`src/rtl/character_update_sequencer_pkg.sv`:
```
// Shared constants and types for the character update sequencer.
package character_update_sequencer_pkg;

  // Character select values seen by the coordinate register block
  localparam logic [2:0] PACMAN    = 3'd0;
  localparam logic [2:0] GHOST1    = 3'd1;
  localparam logic [2:0] GHOST2    = 3'd2;
  localparam logic [2:0] GHOST3    = 3'd3;
  localparam logic [2:0] GHOST4    = 3'd4;
  localparam int         NUM_CHARS = 5;

  // Direction encoding: bit1 selects the x axis, bit0 selects +STEP
  localparam logic [1:0] DIR_UP    = 2'b00;
  localparam logic [1:0] DIR_DOWN  = 2'b01;
  localparam logic [1:0] DIR_LEFT  = 2'b10;
  localparam logic [1:0] DIR_RIGHT = 2'b11;

  // Default playfield bounds (inclusive) and motion settings
  localparam logic [7:0] X_MIN_DEF     = 8'd2;
  localparam logic [7:0] X_MAX_DEF     = 8'd157;
  localparam logic [7:0] Y_MIN_DEF     = 8'd2;
  localparam logic [7:0] Y_MAX_DEF     = 8'd117;
  localparam logic [7:0] STEP_DEF      = 8'd1;
  localparam logic [7:0] LFSR_SEED_DEF = 8'hA5;

  typedef enum logic [2:0] {
    S_IDLE  = 3'd0,
    S_READ  = 3'd1,
    S_CAPT  = 3'd2,
    S_CALC  = 3'd3,
    S_WRITE = 3'd4,
    S_DONE  = 3'd5
  } state_e;

  // Clamp a 9-bit stepped coordinate into [lo,hi]. Bit 8 after a
  // subtraction means the value wrapped below zero, i.e. below lo.
  function automatic logic [7:0] clamp_axis(input logic [8:0] v,
                                            input logic       sub,
                                            input logic [7:0] lo,
                                            input logic [7:0] hi);
    logic [7:0] r;
    if (sub && v[8])           r = lo;
    else if (v < {1'b0, lo})   r = lo;
    else if (v > {1'b0, hi})   r = hi;
    else                       r = v[7:0];
    return r;
  endfunction

endpackage

```
`src/rtl/ghost_dir_lfsr.sv`:
```
// Free-running 8-bit Fibonacci LFSR, x^8+x^6+x^5+x^4+1, for ghost turns.
module ghost_dir_lfsr
  import character_update_sequencer_pkg::*;
#(
  parameter logic [7:0] SEED = LFSR_SEED_DEF
) (
  input  logic       clock_50,
  input  logic       reset_n,
  output logic [7:0] state
);

  // Shift left, feedback from taps 8,6,5,4 (bits 7,5,4,3)
  always_ff @(posedge clock_50 or negedge reset_n) begin
    if (!reset_n) state <= SEED;
    else          state <= {state[6:0], state[7] ^ state[5] ^ state[4] ^ state[3]};
  end

endmodule

```
`src/rtl/character_update_sequencer.sv`:
```
// Once-per-frame read/step/clamp/write pass over pacman and ghosts 1-4.
module character_update_sequencer
  import character_update_sequencer_pkg::*;
#(
  parameter logic [7:0] X_MIN     = X_MIN_DEF,
  parameter logic [7:0] X_MAX     = X_MAX_DEF,
  parameter logic [7:0] Y_MIN     = Y_MIN_DEF,
  parameter logic [7:0] Y_MAX     = Y_MAX_DEF,
  parameter logic [7:0] STEP      = STEP_DEF,
  parameter logic [7:0] LFSR_SEED = LFSR_SEED_DEF
) (
  input  logic       clock_50,
  input  logic       reset_n,
  input  logic       frame_tick,
  input  logic [1:0] pacman_dir,
  input  logic       pacman_move,
  input  logic [7:0] x_rd,
  input  logic [7:0] y_rd,
  output logic [2:0] character_type,
  output logic       readwrite,
  output logic [7:0] x_wr,
  output logic [7:0] y_wr,
  output logic       busy,
  output logic       done,
  output logic       frame_overrun
);

  // Ghost directions, index 0..3 = ghost 1..4
  localparam logic [3:0][1:0] GDIR_RESET = {DIR_UP, DIR_LEFT, DIR_DOWN, DIR_RIGHT};

  state_e          state;
  logic [2:0]      idx;
  logic [7:0]      cur_x, cur_y;
  logic [3:0][1:0] gdir;
  logic [7:0]      lfsr;
  logic            unused_lfsr_hi;

  logic [1:0] gsel, dir;
  logic       is_x, sub, hold, hit;
  logic [7:0] cur_a, lo, hi, clamped, nx, ny;
  logic [8:0] stepped;

  ghost_dir_lfsr #(.SEED(LFSR_SEED)) u_lfsr (
    .clock_50 (clock_50),
    .reset_n  (reset_n),
    .state    (lfsr)
  );

  // Only the low two bits pick a direction
  assign unused_lfsr_hi = ^lfsr[7:2];

  // One movement step on the axis chosen by the current character's direction
  always_comb begin
    gsel    = 2'(idx - 3'd1);
    dir     = (idx == PACMAN) ? pacman_dir : gdir[gsel];
    is_x    = dir[1];
    sub     = ~dir[0];
    cur_a   = is_x ? cur_x : cur_y;
    lo      = is_x ? X_MIN : Y_MIN;
    hi      = is_x ? X_MAX : Y_MAX;
    stepped = sub ? ({1'b0, cur_a} - {1'b0, STEP}) : ({1'b0, cur_a} + {1'b0, STEP});
    clamped = clamp_axis(stepped, sub, lo, hi);
    hit     = ({1'b0, clamped} != stepped);
    nx      = is_x ? clamped : cur_x;
    ny      = is_x ? cur_y : clamped;
    hold    = (idx == PACMAN) && !pacman_move;
    if (hold) begin
      nx  = cur_x;
      ny  = cur_y;
      hit = 1'b0;
    end
  end

  // Pass sequencer; every bus output is registered so it tracks the state
  always_ff @(posedge clock_50 or negedge reset_n) begin
    if (!reset_n) begin
      state          <= S_IDLE;
      idx            <= PACMAN;
      cur_x          <= '0;
      cur_y          <= '0;
      gdir           <= GDIR_RESET;
      character_type <= PACMAN;
      readwrite      <= 1'b0;
      x_wr           <= '0;
      y_wr           <= '0;
      busy           <= 1'b0;
      done           <= 1'b0;
      frame_overrun  <= 1'b0;
    end else begin
      done <= 1'b0;
      if (frame_tick && state != S_IDLE) frame_overrun <= 1'b1;
      case (state)
        S_IDLE: begin
          character_type <= PACMAN;
          readwrite      <= 1'b0;
          if (frame_tick) begin
            idx   <= PACMAN;
            busy  <= 1'b1;
            state <= S_READ;
          end
        end
        S_READ: state <= S_CAPT;
        S_CAPT: begin
          cur_x <= x_rd;
          cur_y <= y_rd;
          state <= S_CALC;
        end
        S_CALC: begin
          x_wr      <= nx;
          y_wr      <= ny;
          readwrite <= 1'b1;
          if (idx != PACMAN && hit) gdir[gsel] <= lfsr[1:0];
          state     <= S_WRITE;
        end
        S_WRITE: begin
          readwrite <= 1'b0;
          if (idx == GHOST4) begin
            character_type <= PACMAN;
            done           <= 1'b1;
            state          <= S_DONE;
          end else begin
            idx            <= idx + 3'd1;
            character_type <= idx + 3'd1;
            state          <= S_READ;
          end
        end
        S_DONE: begin
          busy  <= 1'b0;
          state <= S_IDLE;
        end
        default: begin
          character_type <= PACMAN;
          readwrite      <= 1'b0;
          busy           <= 1'b0;
          state          <= S_IDLE;
        end
      endcase
    end
  end

endmodule

```
`config.mk`:
```
export PLATFORM = sky130hd
export DESIGN_NAME = character_update_sequencer
export DESIGN_NICKNAME = d
export VERILOG_FILES = /design/src/rtl/character_update_sequencer_pkg.sv /design/src/rtl/ghost_dir_lfsr.sv /design/src/rtl/character_update_sequencer.sv
export SDC_FILE = /design/constraint.sdc
export NUM_CORES = 1
export LEC_CHECK = 0
export BUFFER_PORTS_ARGS = -buffer_cell sky130_fd_sc_hd__buf_2
export CAP_MARGIN = 10
export CORE_ASPECT_RATIO = 1.5
export CORE_UTILIZATION = 63
export CTS_CLUSTER_DIAMETER = 120
export DETAILED_ROUTE_END_ITERATION = 16
export PLACE_DENSITY = 0.85
export SETUP_SLACK_MARGIN = 0.05
export SLEW_MARGIN = 10
export SYNTH_ARGS = -nofsm -noshare
export SYNTH_HDL_FRONTEND = slang
export SYNTH_SLANG_ARGS = --single-unit
```
`constraint.sdc`:
```
create_clock -name clock_50 -period 17.4 [get_ports clock_50]
set_input_delay 2.61 -clock clock_50 [delete_from_list [all_inputs] [get_ports clock_50]]
set_output_delay 2.61 -clock clock_50 [all_outputs]
set_load 0.05 [all_outputs]
```
==> metrics.yaml <==
yosys:
  synth_top_area_cell: "dfrtp_1"
  synth_top_area_frac: 0.347
  ys_types: 75
  avgSynthCellArea_um2: 9.76
  yosys_warnings: 0
  synth_edf_count: 0
  async_flop_share: 1.00
  ys_seq_area_frac: 0.401
  syn-num-nets: 431
  post_synth_instance_area_um2: 3830
  netlist_top_cells_area: "dfrtp_1 (35%), dfstp_2 (5.5%), mux2_2 (5.3%)"
  ys_seq_elements: 61
  yosys_most_used_dff: "dfrtp_1"
  synthCells: 392
critical_path:
  path_delay_family: "simple AND/OR/NAND/NOR gates"
  worst_ep_arrival_time_ns: 8.74
  cp_num_cells: 22
  worstPathMaxFanout: 16
  startpoint_type: "input pin"
  critPathSlowestCell: "nor2_1"
  worst-path-buf-inv: 3
  cp-end-kind: "register"
  reg2regPathDepth: 23
  slowest_delay_ns: 0.83
  r2r_end: "gdir[6]"
  critPathKind: "input pin to register"
  r2r-start: "idx[0]"
  cp.required_ns: 17.62
  rrSetupSlack_ns: 9.82
  path_cells: "buf_2 -> nand3b_1 -> o31ai_2 -> nor2_1 -> inv_1 -> nand2_1 -> nand2_1 -> ha_1 -> and2_1 -> a21boi_1 -> or2_1 -> a32o_1 -> xnor2_1 -> inv_1 -> ha_1 -> nand3_1 -> or4b_1 -> o211a_1 -> a221oi_4 -> o211ai_4 -> o21ai_2 -> mux2_1"
placed_design:
  place.port_buffers: 44
  hpwl_um: 6890
  gp_congestion: 0.978
  pre_cts_ws_ns: 8.57
timing:
  rsz0062_at_grt: "false"
  maxClockFrequency_mhz: 117
  tightest_slew_ns: 1.06
  setup-tns-final_ns: 0
  hold_viol: 0
  worst_slack_ns: 8.89
  maxSlewViolCount: 0
  slew_headroom: 0.290
  fin_crit_sh: 0.489
  setup_violations: 0
  fin_worst_skew_ns: 0.00681
  layout_min_cycle_time_ns: 8.51
clocking:
  cts_sinks: 61
  cts-htree-levels: 3
  cts_buffers: 9
  path_clk_slew_ns: 0.07
  cts-root-buf: "clkbuf_8"
  cts_tree: "done"
  cts_setup_buffers: 0
  clock_path_buffers: 2
  clock_latency_ns: 0.34
  cts_hold_buf: 0
  ctsResizeCount: 0
detailed_routing:
  via_count: 3242
  firstDrtPassIters: 5
  drt-initial-drc-count: 261
  drc: 0
  drt-vias-per-instance: 6.38
  post_drt_wl_per_cell_um: 18.6
  totalWireLength_um: 9460
  ant_nets: 0
floorplanning:
  die_h_um: 97.5
  core_area_um2: 5830
  dieArea_um2: 6400
  initial_utilization: 0.657
  io_pins: 45
  rows: 34
  die_w_um: 65.6
global_routing:
  grt_antenna_before_repair: 0
  grt_max_degree: 62
  grt_pass1_wl_um: 15900
  overflow: 0
  track_usage: 0.332
  grt_pass1_vias: 3236
finish:
  drive_gt1_frac: 0.245
  synthToLayoutAreaGrowth_pct: 12.4
  fillers: 416
  final_cell_mix: "nand2_1 (54), dfrtp_1 (53), buf_2 (44)"
  mostFrequentLayoutCell: "nand2_1"
  nets: 470
  antenna_cells: 0
run_status:
  status: "complete, no violations"
flow_run:
  maxCapViolations: 0
min_path:
  holdPathEnd: "u_lfsr.state[7]"
  hold_path.class: "register to register"
  min_from: "u_lfsr.state[6]"
  min_path_cells: 0
-- cell usage after synthesis (all sizes together), types with 3 or more instances --
cell type  count
nor3          14
clkbuf        10
nand3b         3
a211oi         6
nand3          6
o21ai         32
or3            3
o211ai         6
a21oi         19
nor4           3
ha            16
a41o           3
mux2          21
inv           16
dfstp          8
nand2         54
nor2          17
mux2i         13
buf           10
a31oi          4
nand2b         5
xnor2          7
o31ai          3
nor2b          4
o2bb2ai        6
xor2           3
nand4          3
and2           3
dfrtp         53
-- metal layers --
layer | global-route usage | part of all wire
met1 | 0.415 | 0.39
met2 | 0.535 | 0.52
met3 | 0.0516 | 0.043
met4 | 0.181 | 0.042
met5 | 0 | 0
-- sequential cells by signal (all words and copies together), names as in the netlist --
| name | cells |
|---|---|
| busy | 1 |
| state | 3 |
| idx | 3 |
| cur_y | 8 |
| y_wr | 8 |
| character_type | 3 |
| x_wr | 8 |
| gdir | 8 |
| readwrite | 1 |
| frame_overrun | 1 |
| u_lfsr.state | 8 |
| done | 1 |
| cur_x | 8 |
-- per-stage QoR --
stage	hold WS [ns]	instances	utilization	cell area (um2)
detailed placement	0.346	492	0.696	4060
finish	0.358	508	0.738	4300
floorplan	0.333	392	-	3830
CTS	0.360	508	0.738	4300
global route	0.363	508	0.738	4300
global placement	0.339	492	0.696	4060
-- logic make-up after synthesis --
kind of cell | Yosys count | synth area share
adders and majority gates | 18 | 0.0602
xor gates and xnor gates | 10 | 0.0229
DFF | 61 | 0.401
and+or+nand+nor | 125 | 0.159
muxes | 35 | 0.105
AOI/OAI and AO/OA | 107 | 0.207
buffers and inverters | 36 | 0.0451
-- cell type report --
type | instances | area, um2 | area share
clock buffers | 9 | 124 | 0.0288
flip-flops and latches | 61 | 1540 | 0.357
multi-input cells | 295 | 2120 | 0.492
clock inverters | 7 | 123 | 0.0285
well taps | 72 | 90.1 | 0.0209
repair buffers | 48 | 250 | 0.0582
inverters | 16 | 60.1 | 0.0140
-- worst max path at each step --
stage / start / endpoint / slack, ns
detailed placement: pacman_dir[1] / gdir[6] / 8.57
CTS: pacman_dir[1] / gdir[6] / 8.89
global route: pacman_dir[1] / gdir[7] / 8.48
finish: pacman_dir[1] / gdir[6] / 8.89
global placement: pacman_dir[1] / gdir[7] / 8.75
floorplan: pacman_dir[1] / gdir[6] / 10.09
Power is not shown: default switching activity piles up to over one toggle a cycle in this logic, so the estimate is an artifact.
